`config.mk`:
```
export PLATFORM = sky130hd
export DESIGN_NAME = rand_lfsr_mc
export DESIGN_NICKNAME = d
export VERILOG_FILES = /design/src/rtl/rand_lfsr_pkg.sv /design/src/rtl/rand_lfsr_ch.sv /design/src/rtl/rand_lfsr_mc.sv
export SDC_FILE = /design/constraint.sdc
export NUM_CORES = 1
export LEC_CHECK = 0
export BUFFER_PORTS_ARGS = -buffer_cell sky130_fd_sc_hd__buf_4
export CORE_MARGIN = 3
export CORE_UTILIZATION = 45
export CTS_CLUSTER_DIAMETER = 100
export DETAILED_ROUTE_END_ITERATION = 16
export PLACE_DENSITY = 0.74
export SETUP_SLACK_MARGIN = 0.1
export SKIP_LAST_GASP = 1
export SLEW_MARGIN = 30
export SYNTH_ARGS = -nofsm -noshare
export SYNTH_HDL_FRONTEND = slang
export SYNTH_HIERARCHICAL = 1
export SYNTH_SLANG_ARGS = --single-unit
```
`constraint.sdc`:
```
create_clock -name clk -period 6.7 [get_ports clk]
set_input_delay 0.335 -clock clk [delete_from_list [all_inputs] [get_ports clk]]
set_output_delay 0.335 -clock clk [all_outputs]
set_load 0.01 [all_outputs]
```
`src/rtl/rand_lfsr_pkg.sv`:
```
// Shared constants, CON field layout and default tap masks for the multi-channel LFSR peripheral.
package rand_lfsr_pkg;

  localparam int unsigned ADR_W    = 8;
  localparam int unsigned DAT_W    = 32;
  localparam int unsigned CNT_W    = 32;
  localparam int unsigned CH_STRIDE = 16;
  localparam int unsigned CH_SHIFT = $clog2(CH_STRIDE);
  localparam int unsigned CH_IDX_W = ADR_W - CH_SHIFT;

  localparam logic [CH_SHIFT-1:0] OFS_CON  = 4'h0;
  localparam logic [CH_SHIFT-1:0] OFS_SEED = 4'h1;
  localparam logic [CH_SHIFT-1:0] OFS_TAPS = 4'h2;
  localparam logic [CH_SHIFT-1:0] OFS_DATA = 4'h3;
  localparam logic [CH_SHIFT-1:0] OFS_CNT  = 4'h4;
  localparam logic [CH_SHIFT-1:0] OFS_STAT = 4'h5;
  localparam logic [ADR_W-1:0]    ADR_ID   = 8'hFC;

  localparam int unsigned CON_EN   = 0;
  localparam int unsigned CON_LOAD = 1;
  localparam int unsigned CON_MODE = 2;
  localparam int unsigned CON_STEP = 4;
  localparam int unsigned CON_AUTO = 5;

  typedef enum logic [1:0] {
    MODE_FREE   = 2'd0,
    MODE_READ   = 2'd1,
    MODE_SINGLE = 2'd2,
    MODE_RSVD   = 2'd3
  } mode_e;

  // Stored (persistent) CON fields; load and step are pulses and are not kept.
  typedef struct packed {
    logic  auto_reseed;
    mode_e mode;
    logic  en;
  } con_t;

  // The reserved encoding behaves as free-run.
  function automatic mode_e eff_mode(input mode_e m);
    return (m == MODE_RSVD) ? MODE_FREE : m;
  endfunction

  // Maximal-length XNOR tap masks (bit k-1 set for tap k).
  function automatic logic [31:0] DEF_TAPS(input int unsigned w);
    logic [31:0] t;
    case (w)
      3:  t = 32'h0000_0006;
      4:  t = 32'h0000_000C;
      5:  t = 32'h0000_0014;
      6:  t = 32'h0000_0030;
      7:  t = 32'h0000_0060;
      8:  t = 32'h0000_00B8;
      9:  t = 32'h0000_0110;
      10: t = 32'h0000_0240;
      11: t = 32'h0000_0500;
      12: t = 32'h0000_0829;
      13: t = 32'h0000_100D;
      14: t = 32'h0000_2015;
      15: t = 32'h0000_6000;
      16: t = 32'h0000_D008;
      17: t = 32'h0001_2000;
      18: t = 32'h0002_0400;
      19: t = 32'h0004_0023;
      20: t = 32'h0009_0000;
      21: t = 32'h0014_0000;
      22: t = 32'h0030_0000;
      23: t = 32'h0042_0000;
      24: t = 32'h00E1_0000;
      25: t = 32'h0120_0000;
      26: t = 32'h0200_0023;
      27: t = 32'h0400_0013;
      28: t = 32'h0900_0000;
      29: t = 32'h1400_0000;
      30: t = 32'h2000_0029;
      31: t = 32'h4800_0000;
      32: t = 32'h8020_0003;
      default: t = 32'h0000_0000;
    endcase
    return t;
  endfunction

endpackage

```
`src/rtl/rand_lfsr_ch.sv`:
```
// One LFSR channel: shift register, step counter, lock detection and auto-reseed.
module rand_lfsr_ch
  import rand_lfsr_pkg::*;
#(
  parameter int unsigned LFSR_W = 32
) (
  input  logic              clk,
  input  logic              rst,
  input  con_t              con,
  input  logic              wr_con,
  input  logic              wr_en,
  input  mode_e             wr_mode,
  input  logic              wr_step,
  input  logic              load,
  input  logic [LFSR_W-1:0] seed,
  input  logic [LFSR_W-1:0] taps,
  input  logic              rd_data,
  input  logic              rd_stat,
  input  logic              wr_cnt,
  output logic [LFSR_W-1:0] lfsr,
  output logic [CNT_W-1:0]  cnt,
  output logic              lock
);

  logic              fb;
  logic              step;
  logic              fixed;
  logic [LFSR_W-1:0] nxt;

  // Next state, fixed-point detect and step qualification; load suppresses any step.
  always_comb begin
    fb    = ~(^(lfsr & taps));
    nxt   = {lfsr[LFSR_W-2:0], fb};
    fixed = (nxt == lfsr);
    step  = 1'b0;
    if (con.en) begin
      case (eff_mode(con.mode))
        MODE_FREE: step = 1'b1;
        MODE_READ: step = rd_data;
        default:   step = 1'b0;
      endcase
    end
    if (wr_con && wr_step && wr_en && (eff_mode(wr_mode) == MODE_SINGLE)) begin
      step = 1'b1;
    end
    if (load) begin
      step = 1'b0;
    end
  end

  // Channel state: load > step, clear > increment, lock set > STAT-read clear.
  always_ff @(posedge clk or posedge rst) begin
    if (rst) begin
      lfsr <= '0;
      cnt  <= '0;
      lock <= 1'b0;
    end else begin
      if (load) begin
        lfsr <= seed;
      end else if (step) begin
        lfsr <= (fixed && con.auto_reseed) ? seed : nxt;
      end

      if (load || wr_cnt) begin
        cnt <= '0;
      end else if (step) begin
        cnt <= cnt + CNT_W'(1);
      end

      if (step && fixed) begin
        lock <= 1'b1;
      end else if (rd_stat) begin
        lock <= 1'b0;
      end
    end
  end

endmodule

```
`src/rtl/rand_lfsr_mc.sv`:
```
// Multi-channel LFSR peripheral: ICB decode, per-channel CON/SEED/TAPS and read mux.
module rand_lfsr_mc
  import rand_lfsr_pkg::*;
#(
  parameter int unsigned NUM_CH = 2,
  parameter int unsigned LFSR_W = 32
) (
  input  logic        clk,
  input  logic        rst,
  input  logic        icb_wr,
  input  logic [7:0]  icb_wadr,
  input  logic [31:0] icb_wdat,
  output logic        icb_wack,
  input  logic        icb_rd,
  input  logic [7:0]  icb_radr,
  output logic [31:0] icb_rdat,
  output logic        icb_rack
);

  con_t              con_q  [NUM_CH];
  logic [LFSR_W-1:0] seed_q [NUM_CH];
  logic [LFSR_W-1:0] taps_q [NUM_CH];
  logic [LFSR_W-1:0] lfsr   [NUM_CH];
  logic [CNT_W-1:0]  cnt    [NUM_CH];
  logic [NUM_CH-1:0] lock;

  logic [NUM_CH-1:0] wr_con, wr_seed, wr_taps, wr_cnt, rd_data, rd_stat;
  logic              unused_wdat;

  assign icb_wack    = icb_wr;
  assign icb_rack    = icb_rd;
  assign unused_wdat = ^icb_wdat;

  // icb_dec: per-channel write/read strobes.
  always_comb begin
    wr_con  = '0;
    wr_seed = '0;
    wr_taps = '0;
    wr_cnt  = '0;
    rd_data = '0;
    rd_stat = '0;
    for (int unsigned c = 0; c < NUM_CH; c++) begin
      if (icb_wr && (icb_wadr[ADR_W-1:CH_SHIFT] == CH_IDX_W'(c))) begin
        wr_con[c]  = (icb_wadr[CH_SHIFT-1:0] == OFS_CON);
        wr_seed[c] = (icb_wadr[CH_SHIFT-1:0] == OFS_SEED);
        wr_taps[c] = (icb_wadr[CH_SHIFT-1:0] == OFS_TAPS);
        wr_cnt[c]  = (icb_wadr[CH_SHIFT-1:0] == OFS_CNT);
      end
      if (icb_rd && (icb_radr[ADR_W-1:CH_SHIFT] == CH_IDX_W'(c))) begin
        rd_data[c] = (icb_radr[CH_SHIFT-1:0] == OFS_DATA);
        rd_stat[c] = (icb_radr[CH_SHIFT-1:0] == OFS_STAT);
      end
    end
  end

  // Configuration registers; only the low LFSR_W bits of SEED/TAPS are kept.
  always_ff @(posedge clk or posedge rst) begin
    if (rst) begin
      for (int unsigned c = 0; c < NUM_CH; c++) begin
        con_q[c]  <= '0;
        seed_q[c] <= '0;
        taps_q[c] <= LFSR_W'(DEF_TAPS(LFSR_W));
      end
    end else begin
      for (int unsigned c = 0; c < NUM_CH; c++) begin
        if (wr_con[c]) begin
          con_q[c] <= '{auto_reseed: icb_wdat[CON_AUTO],
                        mode:        mode_e'(icb_wdat[CON_MODE+1:CON_MODE]),
                        en:          icb_wdat[CON_EN]};
        end
        if (wr_seed[c]) seed_q[c] <= icb_wdat[LFSR_W-1:0];
        if (wr_taps[c]) taps_q[c] <= icb_wdat[LFSR_W-1:0];
      end
    end
  end

  for (genvar c = 0; c < NUM_CH; c++) begin : g_ch
    rand_lfsr_ch #(.LFSR_W(LFSR_W)) u_ch (
      .clk     (clk),
      .rst     (rst),
      .con     (con_q[c]),
      .wr_con  (wr_con[c]),
      .wr_en   (icb_wdat[CON_EN]),
      .wr_mode (mode_e'(icb_wdat[CON_MODE+1:CON_MODE])),
      .wr_step (icb_wdat[CON_STEP]),
      .load    (wr_con[c] & icb_wdat[CON_LOAD]),
      .seed    (seed_q[c]),
      .taps    (taps_q[c]),
      .rd_data (rd_data[c]),
      .rd_stat (rd_stat[c]),
      .wr_cnt  (wr_cnt[c]),
      .lfsr    (lfsr[c]),
      .cnt     (cnt[c]),
      .lock    (lock[c])
    );
  end

  // Read mux; zero when idle or unmapped.
  always_comb begin
    icb_rdat = '0;
    if (icb_rd) begin
      if (icb_radr == ADR_ID) begin
        icb_rdat = {16'd0, 8'(NUM_CH), 8'(LFSR_W)};
      end
      for (int unsigned c = 0; c < NUM_CH; c++) begin
        if (icb_radr[ADR_W-1:CH_SHIFT] == CH_IDX_W'(c)) begin
          case (icb_radr[CH_SHIFT-1:0])
            OFS_CON:  icb_rdat = {26'd0, con_q[c].auto_reseed, 1'b0, con_q[c].mode, 1'b0, con_q[c].en};
            OFS_SEED: icb_rdat = DAT_W'(seed_q[c]);
            OFS_TAPS: icb_rdat = DAT_W'(taps_q[c]);
            OFS_DATA: icb_rdat = DAT_W'(lfsr[c]);
            OFS_CNT:  icb_rdat = cnt[c];
            OFS_STAT: icb_rdat = {31'd0, lock[c]};
            default:  icb_rdat = '0;
          endcase
        end
      end
    end
  end

endmodule

```
==> results of run 1 <==
## worst paths after layout
kind                       slack (ns)  cells past startpoint               endpoint
min in group asynchronous        0.42                      4  g_ch[1].u_ch/lfsr[18]
hold reg to reg                  0.52                      2      g_ch[0].u_ch/lock
setup / recovery                 3.51                     13   g_ch[0].u_ch/cnt[29]
max in group asynchronous        5.09                      4               con_q[2]
hold / removal                   0.05                      2             taps_q[24]
setup reg to reg                 3.71                     10  g_ch[0].u_ch/lfsr[24]
## registers in the layout, indices dropped and copies added (netlist names)
name and cells:
con_q 8, g_ch.u_ch/cnt 64, seed_q 64, g_ch.u_ch/lfsr 64, taps_q 64, g_ch.u_ch/lock 2
## cell type report
| cell class | instances | area [um^2] | share of cell area [%] |
|---|---|---|---|
| inverter | 22 | 87.6 | 0.506 |
| sequential | 266 | 6670 | 38.5 |
| multi-input combinational | 1155 | 8180 | 47.3 |
| clock inverter | 7 | 43.8 | 0.253 |
| timing repair buffer | 110 | 903 | 5.22 |
| clock buffer | 45 | 866 | 5.00 |
| tap | 448 | 561 | 3.24 |
## cells in the final DEF, fill, tap and decap left out, types with 15 or more instances in the layout
| master | instances |
|---|---|
| a211oi_1 | 39 |
| a21oi_1 | 30 |
| a221oi_1 | 22 |
| a22oi_1 | 18 |
| buf_4 | 103 |
| clkbuf_16 | 29 |
| dfrtp_1 | 258 |
| inv_1 | 19 |
| mux2_2 | 83 |
| mux2_4 | 60 |
| mux2i_1 | 41 |
| nand2_1 | 117 |
| nand3_1 | 30 |
| nand4_1 | 31 |
| nor2_1 | 257 |
| nor3_1 | 55 |
| nor4_1 | 19 |
| o21a_1 | 19 |
| o21ai_0 | 15 |
| o22a_1 | 58 |
| o2bb2ai_1 | 37 |
| xnor2_1 | 50 |
| xor2_1 | 54 |
## power by group
group	leakage [nW]	switching [mW]	internal [mW]	total, mW
clock network	0.445	0.663	0.882	1.55
logic	3.55	0.501	0.528	1.03
registers	3.50	0.445	1.86	2.30
total	7.50	1.61	3.27	4.88
## metal layers
metal,track usage [%],share of wire [%],vias to the layer above
met5,0,0,-
met4,9.54,4.0,0
met3,2.53,6.9,99
met2,40.4,47,604
met1,35.2,42,6339
li1,-,-,5633
## worst max-delay path: cells and delay by family
| kind | cells | cell delay [ns] |
|---|---|---|
| AOI/OAI and AO/OA | 1 | 0.11 |
| buffers and inverters | 2 | 0.53 |
| and+or+nand+nor | 9 | 2.42 |
| xor gates and xnor gates | 1 | 0.16 |
## logic make-up (layout without fill, tap and decap cells)
group                      count (synthesis)  after routing  synth area share, %
AOI/OAI and AO/OA                        277            277                 13.9
xor gates and xnor gates                 106            106                 6.11
adders and majority gates                  6              6                0.486
buffers and inverters                    124            184                 4.12
DFF                                      266            266                 43.2
muxes                                    187            187                 14.9
and+or+nand+nor                          579            579                 17.3
## metrics by stage
stage          hold slack (ns)  utilization (%)
2_1_floorplan            0.483                -
3_3_place_gp             0.481             48.3
3_5_place_dp             0.485             48.5
4_1_cts                 0.0335             51.3
5_1_grt                 0.0374             51.4
6_report                0.0522             51.4
## repair_timing
item | CTS | global route
hold buffers | 1 | 0
hold endpoints to repair | 58 | 0
setup endpoints to repair | 0 | 0
==> results by group, run 1 <==
Run status
  – Status: finished, final reports clean

Timing
  – Max Clock Freq: 313 MHz
  – Final setup vio count: 0
  – TNS Setup: 0 ns
  – Final Hold Vio Count: 0
  – Crit share post-route: 47.6%
  – Least-Margin Pin Slew: 0.903 ns
  – Final WS setup: 3.51 ns
  – Period minus WS final: 3.19 ns
  – Slew Limit Fails: 0
  – Worst Skew: 0.0175 ns
  – RSZ-0062 raised after global routing: false
  – Worst slew margin: 39.8%

Die
  – Die Footprint: 36,600 um^2
  – Height of the die: 191 um
  – Placeable core area: 33,700 um^2
  – FP Rows: 67
  – I/O pin cnt: 86
  – Initial Utilization: 45.8%
  – DIE WIDTH: 191 um

Yosys
  – Top FF cell, synth: dfrtp_1
  – Ranking of synthesized cells by area: dfrtp_1, nor2_1, mux2_2
  – Syn nets: 1,603
  – Post-synth EDFFs: 0
  – Yosys reg bits: 266
  – Leading cell type by number of instances after synthesis: nor2_1
  – Sequential fraction of the synthesis area: 43.2%
  – Post-Syn Area: 15,400 um^2
  – Avg Inst Size Synth: 9.99 um^2
  – Synth top area share: 41.8%
  – Top cells by count, synth: nor2_1, dfrtp_1, nand2_1, mux2_2, mux2_4
  – Fraction of registers with async set/reset: 100%
  – Number of synthesis warnings: 6
  – Syn Inst Count: 1,545
  – Area leader, netlist: dfrtp_1
  – Post-synthesis cell type count: 62

Layout
  – Layout cell share with drive strength beyond 1: 20.7%
  – Final Instance Area: 17,300 um^2
  – Post-route insts no fill: 2,053
  – # fillers: 2,981
  – # diodes: 0
  – Nets@finish: 1,642
  – Area Growth Syn to Fin: 12.2%

Setup path
  – Slowest stage cell, crit path: buf_4
  – FF-to-FF Start: g_ch[0].u_ch/lfsr[14]
  – Most Frequent Cell on Critical Path: nor2_1
  – Crit path launch: icb_wadr[5]
  – CP endpoint kind: register
  – CP cell instances: buf_4 > nor4b_2 > nand2b_1 > nor2_1 > nand4_1 > o21ai_4 > buf_4 > nand4_1 > nor2_1 > and4_1 > nand3_1 > xor2_1 > nor2_1
  – Crit-path max FO: 42
  – Slowest stage delay, CP: 0.42 ns
  – Crit Path Category: in -> reg
  – Required @ worst endpoint: 7.12 ns
  – Crit path DAT: 3.61 ns
  – CP Launch Type: input port

Placement
  – Placed insts: 1,999
  – DP Area: 16,400 um^2
  – Placer congestion estimate: 0.925
  – Port Buffer Count: 85
  – Pre-CTS WS: 3.04 ns
  – HPWL Detailed: 31,700 um

Pwr
  – P_leak: 7.50 nW
  – Design Power: 4.88 mW
  – VDD IR max: 0.224 mV
  – Pwr/cell area: 282 nW/um^2

Global route
  – First-pass GRT wire length: 72,100 um
  – Initial antenna violation count: 0
  – Total GRT Usage: 25.1%
  – GRT overflow: 0
  – Largest net degree at the start of global routing: 75
  – Vias in the first global route: 12,183

Routing
  – # DRC: 0
  – Via count: 12,675
  – WL/cell: 22.7 um
  – 1st-iter DRT viols: 1,397
  – Via density: 6.17
  – Final Routed Wirelength: 46,500 um
  – Initial DRT Pass Iterations: 5
  – DRT antenna net count: 0

Clock tree
  – Clk slew on worst S/H paths: 0.06 ns
  – CTS H-tree lvls: 1
  – Root Driver: clkbuf_16
  – Post-CTS setup buffers: 0
  – Worst-skew pair later-pin latency: 0.57 ns
  – Clock Tree Buf Depth: 3
  – Inserted Clock Buffers: 29
  – Post-CTS Resized: 0
  – TritonCTS clock tree: done
  – # clock sinks: 266

Worst hold path
  – Hold Crit Start: icb_wdat[24]
  – Hold WC Path Type: in -> reg

Run
  – Max-cap violations: 0
Note: power is estimated with default switching activity, not from simulation.
==> inputs of run 2 (changes only) <==
==> constraint.sdc (replaced) <==
create_clock -name clk -period 3 [get_ports clk]
set_input_delay 0.15 -clock clk [delete_from_list [all_inputs] [get_ports clk]]
set_output_delay 0.15 -clock clk [all_outputs]
set_load 0.01 [all_outputs]
==> results by group, run 2 (same netlist as run 1, synthesis figures left out) <==
Placement
  – HPWL Detailed: 33,700 um (+6.2%)
  – Pre-CTS WS: 0.169 ns (-2.87 ns)
  – Placer congestion estimate: 0.921 (-0.39%)
  – Port Buffer Count: 85 (unchanged)

Layout
  – Commonest non-fill, non-tap cell in the layout: dfrtp_1
  – Most frequent cells in the layout: dfrtp_1, nor2_1, buf_4
  – Nets@finish: 1,708 (+4.0%)
  – # diodes: 0 (unchanged)
  – Area Growth Syn to Fin: 16.9%
  – Layout cell share with drive strength beyond 1: 22.3% (+1.6 points)

Timing
  – Least-Margin Pin Slew: 0.763 ns (-0.140 ns)
  – Final WS setup: 0.254 ns (-3.25 ns)
  – Worst slew margin: 49.1% (+9.3 points)
  – Crit share post-route: 91.5%
  – Final setup vio count: 0 (unchanged)
  – Worst Skew: 0.0186 ns (+0.00109 ns)
  – TNS Setup: 0 ns (unchanged)
  – Slew Limit Fails: 0 (unchanged)
  – Max Clock Freq: 364 MHz
  – Final Hold Vio Count: 0 (unchanged)
  – Final Hold Slack: 0.0849 ns (+0.0327 ns)
  – Period minus WS final: 2.75 ns
  – RSZ-0062 raised after global routing: false

Setup path
  – Slowest stage cell, crit path: or4_1
  – CP Launch Type: register
  – Crit path launch: g_ch[1].u_ch/cnt[3]
  – Required @ worst endpoint: 3.48 ns (-3.64 ns)
  – FF-to-FF Start: g_ch[1].u_ch/cnt[3]
  – Crit Path Category: reg -> reg
  – Crit path DAT: 3.23 ns (-0.38 ns)
  – CP cell instances: nand4_1 > nor2_1 > nand3_1 > a21oi_1 > and4_1 > nand3_1 > or4_1 > a21oi_1
  – Slowest stage delay, CP: 0.53 ns (+0.11 ns)
  – CP endpoint kind: register
  – Crit-path max FO: 6 (-86%)

Clock tree
  – Post-CTS setup buffers: 0 (unchanged)
  – TritonCTS clock tree: done
  – Clock Tree Buf Depth: 3 (unchanged)
  – Root Driver: clkbuf_16
  – # clock sinks: 266 (unchanged)
  – Clk slew on worst S/H paths: 0.06 ns (about the same)
  – Inserted Clock Buffers: 29 (unchanged)
  – Worst-skew pair later-pin latency: 0.57 ns (about the same)
  – CTS H-tree lvls: 1 (unchanged)

Pwr
  – VDD IR max: 0.489 mV (+120%)
  – Pwr/cell area: 636 nW/um^2 (+130%)
  – Design Power: 11.5 mW (+140%)
  – P_leak: 7.86 nW (+4.9%)

Die
  – I/O pin cnt: 86 (unchanged)
  – Die Footprint: 36,600 um^2 (unchanged)
  – FP Rows: 67 (unchanged)
  – Initial Utilization: 45.8% (unchanged)
  – Placeable core area: 33,700 um^2 (unchanged)
  – DIE WIDTH: 191 um (unchanged)
  – Height of the die: 191 um (unchanged)

Worst hold path
  – Hold WC Path Type: in -> reg
  – Hold Crit Start: icb_rd

Global route
  – Vias in the first global route: 12,676 (+4.0%)
  – First-pass GRT wire length: 75,000 um (+4.0%)
  – Initial antenna violation count: 0 (unchanged)
  – Largest net degree at the start of global routing: 45 (-40%)
  – GRT overflow: 0 (unchanged)
  – Total GRT Usage: 26.2% (+1.1 points)

Routing
  – Via density: 6.08 (-1.5%)
  – DRT antenna net count: 0 (unchanged)
  – # DRC: 0 (unchanged)
  – Via count: 12,898 (+1.8%)
  – WL/cell: 22.9 um (+1.2%)
  – Initial DRT Pass Iterations: 5 (unchanged)
  – Final Routed Wirelength: 48,600 um (+4.5%)
  – 1st-iter DRT viols: 1,415 (+1.3%)

Run status
  – Status: finished, final reports clean

Run
  – Max-cap violations: 0 (unchanged)
==> run 2: report_power, final <==
group | total (mW) | internal, mW | switching [mW] | leakage, nW
Clock | 3.90 | 2.40 | 1.50 | 0.509
Combinational | 2.54 | 1.30 | 1.24 | 3.85
Sequential | 5.04 | 4.15 | 0.887 | 3.50
Total | 11.5 | 7.85 | 3.62 | 7.86
==> run 2: worst paths after layout <==
path	end	slack, ns	depth (start not counted)
max	g_ch[1].u_ch/cnt[27]	0.25	8
min	g_ch[0].u_ch/lock	0.08	4
max reg2reg	g_ch[1].u_ch/cnt[27]	0.25	8
min reg2reg	g_ch[0].u_ch/lock	0.53	2
max in group asynchronous	g_ch[0].u_ch/cnt[11]	1.91	4
min in group asynchronous	g_ch[1].u_ch/lfsr[18]	0.19	3
==> run 2: what timing repair did <==
action	4_1_cts	5_1_grt
endpoints found under the hold margin	200	0
setup endpoints to repair	0	7
gates resized for setup	0	3
hold buffers	33	0
==> run 2: metrics by stage <==
step	cells	cell area (um^2)	util, %
final	2121	18000	53.5
after global placement	2033	16600	49.4
after CTS	2121	18000	53.5
after global routing	2121	18000	53.5
after floorplan	1545	15400	-
after detailed placement	2034	16700	49.4
==> run 2: area by class of cell <==
type,count,area [um^2]
Timing Repair Buffer,176,1490
Inverter,22,86.3
Clock inverter,11,189
Tap cell,448,561
Clock buffer,43,858
Multi-Input combinational cell,1155,8190
Sequential cell,266,6670
Fill cell,2974,15700
==> run 2: critical path, delay by kind of cell, from the launching register on <==
kind,cells,cell delay [ns]
and+or+nand+nor,6,1.79
DFF,1,0.47
AOI/OAI and AO/OA,2,0.42
==> run 2: layer usage <==
metal / global-route usage [%] / part of all wire, % / vias up
met5: 0 / 0 / -
met1: 35.6 / 40 / 6355
met3: 4.05 / 8.6 / 134
met2: 42.1 / 47 / 640
met4: 10.8 / 4.6 / 0
li1: - / - / 5769
